### src/rtl/uart_rx_frame.sv
// uart_rx_frame: UART receive framer sitting behind a fractional-N baud_gen.
// Synchronises rxd, detects the start edge, steers baud_gen (en/align) so its
// ticks land mid-bit, then samples start/data/stop and hands bytes out on a
// valid/ready interface with framing/overrun flags.
// Optional parity checking is enabled by defining UART_RX_PARITY_EN.
module uart_rx_frame #(
  parameter int DATA_BITS   = 8,
  parameter int SYNC_STAGES = 2,
  parameter int PARITY_ODD  = 0
) (
  input  logic                 clk,
  input  logic                 rst_n,
  input  logic                 rxd,
  input  logic                 baud_tick,
  output logic                 baud_en,
  output logic                 baud_align,
  output logic [DATA_BITS-1:0] rx_data,
  output logic                 rx_valid,
  input  logic                 rx_ready,
  output logic                 frame_err,
`ifdef UART_RX_PARITY_EN
  output logic                 parity_err,
`endif
  output logic                 overrun
);

  localparam int CW = $clog2(DATA_BITS + 1);
  localparam logic [CW-1:0] LAST_BIT = CW'(DATA_BITS - 1);

  // PARITY is only ever entered when parity checking is built in.
  typedef enum logic [2:0] {IDLE, START, DATA, PARITY, STOP, BREAK} state_t;

  // Reject illegal configurations at elaboration time.
  if (DATA_BITS < 5 || DATA_BITS > 8) begin : g_bad_bits
    $error("uart_rx_frame: DATA_BITS must be 5..8");
  end
  if (SYNC_STAGES < 2) begin : g_bad_sync
    $error("uart_rx_frame: SYNC_STAGES must be >= 2");
  end
  if (PARITY_ODD != 0 && PARITY_ODD != 1) begin : g_bad_par
    $error("uart_rx_frame: PARITY_ODD must be 0 or 1");
  end

  state_t                 state;
  logic [SYNC_STAGES-1:0] sync_q;
  logic                   rxd_s;
  logic                   rxd_d;
  logic                   fall;
  logic [CW-1:0]          bit_cnt;
  logic [DATA_BITS-1:0]   shift;
`ifdef UART_RX_PARITY_EN
  logic                   par_bad;
`endif

  // Synchroniser preset to 1 so reset looks like an idle line (no false start).
  always_ff @(posedge clk or negedge rst_n) begin
    if (!rst_n) begin
      sync_q <= '1;
      rxd_d  <= 1'b1;
    end else begin
      sync_q <= {sync_q[SYNC_STAGES-2:0], rxd};
      rxd_d  <= rxd_s;
    end
  end

  assign rxd_s = sync_q[SYNC_STAGES-1];
  assign fall  = rxd_d & ~rxd_s;

  // Frame FSM with registered outputs and the output byte handshake.
  always_ff @(posedge clk or negedge rst_n) begin
    if (!rst_n) begin
      state      <= IDLE;
      bit_cnt    <= '0;
      shift      <= '0;
      rx_data    <= '0;
      rx_valid   <= 1'b0;
      baud_en    <= 1'b0;
      baud_align <= 1'b0;
      frame_err  <= 1'b0;
      overrun    <= 1'b0;
`ifdef UART_RX_PARITY_EN
      par_bad    <= 1'b0;
      parity_err <= 1'b0;
`endif
    end else begin
      baud_align <= 1'b0;
      frame_err  <= 1'b0;
      overrun    <= 1'b0;
`ifdef UART_RX_PARITY_EN
      parity_err <= 1'b0;
`endif
      // Consumer takes the byte; a load in STOP below may re-assert it.
      if (rx_valid && rx_ready) rx_valid <= 1'b0;

      case (state)
        IDLE: begin
          if (fall) begin
            baud_align <= 1'b1;
            baud_en    <= 1'b1;
            state      <= START;
          end
        end
        START: begin
          if (baud_tick) begin
            if (!rxd_s) begin
              bit_cnt <= '0;
              state   <= DATA;
`ifdef UART_RX_PARITY_EN
              par_bad <= 1'b0;
`endif
            end else begin
              // Line back high at mid start bit: glitch, silently drop it.
              baud_en <= 1'b0;
              state   <= IDLE;
            end
          end
        end
        DATA: begin
          if (baud_tick) begin
            shift   <= {rxd_s, shift[DATA_BITS-1:1]};
            bit_cnt <= bit_cnt + 1'b1;
            if (bit_cnt == LAST_BIT) begin
`ifdef UART_RX_PARITY_EN
              state <= PARITY;
`else
              state <= STOP;
`endif
            end
          end
        end
`ifdef UART_RX_PARITY_EN
        PARITY: begin
          if (baud_tick) begin
            par_bad <= rxd_s ^ (^shift) ^ PARITY_ODD[0];
            state   <= STOP;
          end
        end
`endif
        STOP: begin
          if (baud_tick) begin
            baud_en <= 1'b0;
            if (!rxd_s) begin
              // Framing error wins over parity; wait out a held-low line.
              frame_err <= 1'b1;
              state     <= BREAK;
            end else begin
              state <= IDLE;
`ifdef UART_RX_PARITY_EN
              if (par_bad) begin
                parity_err <= 1'b1;
              end else
`endif
              if (!rx_valid || rx_ready) begin
                rx_data  <= shift;
                rx_valid <= 1'b1;
              end else begin
                overrun <= 1'b1;
              end
            end
          end
        end
        BREAK: begin
          if (rxd_s) state <= IDLE;
        end
        default: begin
          baud_en <= 1'b0;
          state   <= IDLE;
        end
      endcase
    end
  end

endmodule
### config.mk
export PLATFORM = sky130hd
export DESIGN_NAME = uart_rx_frame
export DESIGN_NICKNAME = d
export VERILOG_FILES = /design/src/rtl/uart_rx_frame.sv
export SDC_FILE = /design/constraint.sdc
export NUM_CORES = 1
export LEC_CHECK = 0
export ABC_AREA = 1
export CAP_MARGIN = 20
export CORE_MARGIN = 2
export CORE_UTILIZATION = 35
export DETAILED_ROUTE_END_ITERATION = 16
export REMOVE_ABC_BUFFERS = 1
export SYNTH_ARGS = -nofsm -noshare
export SYNTH_HDL_FRONTEND = slang
export SYNTH_SLANG_ARGS = --single-unit
### constraint.sdc
create_clock -name clk -period 3.5 [get_ports clk]
set_clock_uncertainty 0.1 [all_clocks]
set_input_delay 0.35 -clock clk [delete_from_list [all_inputs] [get_ports clk]]
set_output_delay 0.35 -clock clk [all_outputs]
set_load 0.005 [all_outputs]
==> results of run 1 <==
sequential cells by signal, indices dropped and copies added, names as in the netlist, 2 cells and up:
name     count
sync_q       2
state        3
bit_cnt      4
rx_data      8
shift        8
through the flow:
stage	instances	setup WS, ps	hold WS (ps)	util [%]
final	216	1860	256	45.4
after global routing	216	1720	265	45.4
after CTS	216	1860	258	45.4
after detailed placement	208	1570	249	42.7
after global placement	208	1580	246	42.7
after floorplan	142	2080	-45.6	-
worst max path at each step:
stage                            end  slack (ps)       from
after floorplan           bit_cnt[2]        2080   state[0]
after global placement    rx_data[7]        1580  baud_tick
after detailed placement  bit_cnt[2]        1570  baud_tick
after CTS                 bit_cnt[2]        1860  baud_tick
after global routing      bit_cnt[2]        1720   state[0]
final                     bit_cnt[2]        1860  baud_tick
logic make-up after synthesis:
| logic type | synth area share [%] |
|---|---|
| buf+inv | 6.99 |
| fa+ha+maj | 0.932 |
| flops | 58.1 |
| compound gates | 8.76 |
| xor+xnor | 0.652 |
| simple gates | 24.6 |
Yosys cell counts, drive strengths merged:
| cell | number |
|---|---|
| nand4 | 4 |
| buf | 2 |
| ha | 1 |
| xnor2 | 1 |
| nand3 | 9 |
| o22ai | 1 |
| dfstp | 3 |
| inv | 20 |
| o21ai | 16 |
| dfrtp | 28 |
| nor2 | 12 |
| nand2 | 45 |
| nor3 | 1 |
| a21oi | 1 |
report_power, final:
part / internal [mW] / switching, mW
Combinational: 0.226 / 0.250
Clock: 0.179 / 0.125
Sequential: 0.496 / 0.0908
layout make-up:
cell class	count	area (µm²)	share of cell area (%)
clock buffers	8	100	6.02
inverters	20	75.1	4.52
multi-input cells	91	469	28.2
flip-flops and latches	31	779	46.9
well taps	48	60.1	3.61
repair buffers	18	178	10.7
worst register-to-register path: stages, from the launching register on:
cell	delay [ps]
dfrtp_1	450
inv_1	120
nand3_2	140
nor2_4	320
inv_2	90
nand2_1	130
inv_2	50
nand2_1	50
o21ai_1	60
per-layer routing:
| metal | up-vias | global-route usage, % |
|---|---|---|
| met1 | 454 | 14.2 |
| met3 | 9 | 5.62 |
| met2 | 21 | 21.6 |
| li1 | 498 | - |
| met5 | - | 0 |
| met4 | 0 | 8.67 |
==> impl_metrics.ini, run 1 <==
[global_route]
grt_pass1_vias = 1012
grt_pass1_wl_um = 4220
grt_overflow = 0
track_usage_pct = 13.3
grt_antenna_before_repair = 0
grt_max_degree = 32

[clock_tree]
cts-root-buf = clkbuf_8
post-cts-setup-buffers = 0
clockBufferDepth = 2
clk_pin_slew_worst_paths_ps = 60
hold_buffers = 0
cts_sinks = 31
htreeDepth = 2
numCtsBuffers = 5
cts_resized = 0
insertion_delay_ps = 280
cts_tree = built

[routing]
wirelength_um = 2290
drtAntennaViolNets = 0
vias = 982
met3_length_um = 101
top_layer = met4
drt-pass1-iter-count = 4
wire_per_inst_um = 10.6
via_per_inst = 4.55
met2_length_um = 1140
drt_iter0_drc = 29
drc = 0
wl_met1_um = 981

[layout]
n_fill_cell = 351
most-common-layout-cells = nand2_1 (41), dfrtp_1 (28), clkdlybuf4s50_1 (17)
design_area_mm2 = 0.00166
drive_gt1_share_pct = 17.9
diodes = 0
area_delta_synth_final_pct = 23.8
final_common_cell = nand2_1
nets = 173

[power]
p_per_area_mw_per_mm2 = 823
vdd_drop_max_mv = 0.289
p_leak_nw = 0.810
power_mw = 1.37

[worst_setup_path]
crit_buf_inv = 4
end_kind = flip-flop
cp.depth = 8
cp-start-kind = primary input
worstRegToRegCells = 8
r2r-start = state[0]
slowest_delay_ps = 500
slowest_stage = clkdlybuf4s50_1
crit_required_ps = 3570
critPathMaxFanout = 18
crit_path_cell_trace = clkdlybuf4s50_1 > inv_1 > nor2_4 > inv_2 > nand2_1 > inv_2 > nand2_1 > o21ai_1
path_delay_family = buffers and inverters
crit_arrival_ps = 1710
path_class = in -> reg
r2r_slack_ps = 1860
reg2reg_to = bit_cnt[2]

[floorplanning]
start_util_pct = 36.7
design.core.area_mm2 = 0.00366
die_h_um = 65.9
io_pins = 18
num_rows = 22
dieArea_mm2 = 0.00435
die_x_um = 65.9

[timing]
finalCriticalPeriod_ps = 1640
finalHoldViolations = 0
tns_ps = 0
setup_viol = 0
fmax_ghz = 0.609
grt_setup_unrepaired = false
worstMarginPinSlew_ps = 377
slew_viol_final = 0
relSlewSlack_pct = 74.9
period_share_pct = 46.9

[synth]
ys_warn_count = 0
yosys.cell_types.count = 21
yosys.area.top_type = dfrtp_1
synth_top_area_share_pct = 52.2
synth_seq_cells = 31
synth-seq-area-share_pct = 58.1
syn_area_mm2 = 0.00134
ys_top_cells_by_area = dfrtp_1 (52%), nand2_1 (11%), dfstp_2 (5.9%)
syn_avg_cell_area_um2 = 9.32
syn_inst = 144

[placement]
port_buffers = 17
place_congestion = 0.903
post_dp_cell_area_mm2 = 0.00156
dp.final_hpwl_um = 1650

[hold_path]
hold_start = sync_q[0]
hold_class = reg -> reg
hold_end = sync_q[1]
min_path_cells = 0

[outcome]
status = finished clean

[flow_run]
drv_cap = 0
(Power assumes the default switching activity.)
==> run 2: changes to the inputs <==
==> constraint.sdc (replaced) <==
create_clock -name clk -period 1.43 [get_ports clk]
set_clock_uncertainty 0.1 [all_clocks]
set_input_delay 0.143 -clock clk [delete_from_list [all_inputs] [get_ports clk]]
set_output_delay 0.143 -clock clk [all_outputs]
set_load 0.005 [all_outputs]
==> run 2 against run 1 <==
  * Cell area up 10%
  * Cell count is 7.4% higher
  * Die area unchanged
  * Register-to-register slack worse by 1800 ps
  * Setup slack got worse by 1800 ps
  * Combinational power rose to 2.9 times the previous value
  * Utilization up 4.6 points
  * Critical path depth fell by 2
  * Clock power up 120%
==> impl_metrics.ini, run 2 (synthesized netlist as in run 1, its figures left out) <==
[outcome]
status = finished clean

[power]
p_leak_nw = 0.898
vdd_drop_max_mv = 0.706
p_per_area_mw_per_mm2 = 1900

[floorplanning]
die_x_um = 65.9
design.core.area_mm2 = 0.00366
die_h_um = 65.9
io_pins = 18
start_util_pct = 36.7
dieArea_mm2 = 0.00435
num_rows = 22

[timing]
relSlewSlack_pct = 87.2
slew_viol_final = 0
period_share_pct = 97.0
finalCriticalPeriod_ps = 1390
layout_setup_ws_ps = 43.1
worstMarginPinSlew_ps = 191
fmax_ghz = 0.721
finalHoldViolations = 0
setup_viol = 0
tns_ps = 0
grt_setup_unrepaired = true

[global_route]
grt_antenna_before_repair = 0
grt_pass1_vias = 1028
grt_max_degree = 32
grt_pass1_wl_um = 4360
track_usage_pct = 13.0
grt_overflow = 0

[layout]
nets = 189
diodes = 0
area_delta_synth_final_pct = 36.3
final_common_cell = nand2_1
most-common-layout-cells = nand2_1 (36), dfrtp_1 (27), clkdlybuf4s50_1 (17)
final_cells = 232
design_area_mm2 = 0.00183
reg_top3 = rx_data x8, shift x8, bit_cnt x4
postLayoutCoreUtil_pct = 50.0
drive_gt1_share_pct = 29.9

[placement]
dp.final_hpwl_um = 1780
placed_cells = 222
place_congestion = 0.776
place_ws_ps = -113
port_buffers = 17
post_dp_cell_area_mm2 = 0.00169

[clock_tree]
cts_tree = built
hold_buffers = 0
insertion_delay_ps = 270
cts_sinks = 31
clockBufferDepth = 2
cts-root-buf = clkbuf_8
htreeDepth = 2
clk_pin_slew_worst_paths_ps = 60
numCtsBuffers = 5

[worst_setup_path]
slowest_delay_ps = 530
r2r_slack_ps = 40
crit_path_cell_trace = inv_2 > nor3_4 > nand2_2 > buf_12 > nand2_1 > o21ai_2
reg2reg_to = rx_data[4]
path_delay_family = flip-flops
r2r-start = sync_q[1]
crit_required_ps = 1500
end_kind = flip-flop
path_class = reg -> reg
critPathMaxFanout = 15
slowest_stage = dfstp_2
crit_buf_inv = 2
worstRegToRegCells = 6
crit_arrival_ps = 1450
cp-start-kind = flip-flop

[flow_run]
drv_cap = 0

[routing]
wire_per_inst_um = 10.3
wirelength_um = 2400
via_per_inst = 4.53
drt_iter0_drc = 54
drt-pass1-iter-count = 5
drc = 0
vias = 1051
drtAntennaViolNets = 0

[hold_path]
hold_class = in -> async
-- run 2: changes by cell type in the layout (fill, tap and decap cells not counted), sizes merged --
cell	delta
buf	+16
clkbuf	-1
clkinv	+1
-- run 2: routing by layer --
metal,vias up,GRT usage (%),wire length [µm]
met3,5,3.24,108
met5,-,0,0
met2,20,22.7,1230
li1,534,-,-
met4,0,5.36,42
met1,492,15.2,1020
-- run 2: what timing repair did --
action / in CTS / in global routing
resized for setup: 0 / 11
endpoints found under the setup margin: 0 / 18
buffers inserted: 0 / 2
-- run 2: where the power goes --
part | switching (mW) | leakage [nW] | internal, mW
Combinational | 0.671 | 0.465 | 0.684
Clock | 0.291 | 0.0482 | 0.387
Sequential | 0.219 | 0.385 | 1.22
-- run 2: how the worst max path moves through the flow --
| stage | startpoint | to | slack, ps | cells after the start |
|---|---|---|---|---|
| 2_1_floorplan | state[0] | bit_cnt[2] | 10 | 8 |
| 3_3_place_gp | baud_tick | rx_data[6] | -100 | 7 |
| 3_5_place_dp | baud_tick | rx_data[4] | -110 | 7 |
| 4_1_cts | sync_q[1] | rx_data[7] | 8 | 6 |
| 5_1_grt | sync_q[1] | rx_data[7] | -30 | 6 |
| 6_report | sync_q[1] | rx_data[4] | 40 | 6 |
-- run 2: cell type report --
type | instances | area (µm²)
Multi-Input combinational cell | 91 | 499
Sequential cell | 31 | 781
Tap cell | 48 | 60.1
Fill cell | 363 | 1830
Clock buffer | 7 | 86.3
Timing Repair Buffer | 34 | 323
Clock inverter | 1 | 5.00
Inverter | 20 | 75.1
-- run 2: metrics by stage --
stage                     power (mW)  hold slack (ps)
after global routing            3.76              137
final                           3.47              122
after CTS                       3.45              125
after global placement          2.70              246
after detailed placement        2.75              247
after floorplan                 2.15             -253
-- run 2: worst register-to-register path, delay by kind of cell (launching register included) --
kind                   cells  cell delay [ps]
buffers and inverters      2              210
flip-flops                 1              530
AND/OR/NAND/NOR            3              380
AO/OA/AOI/OAI              1               50
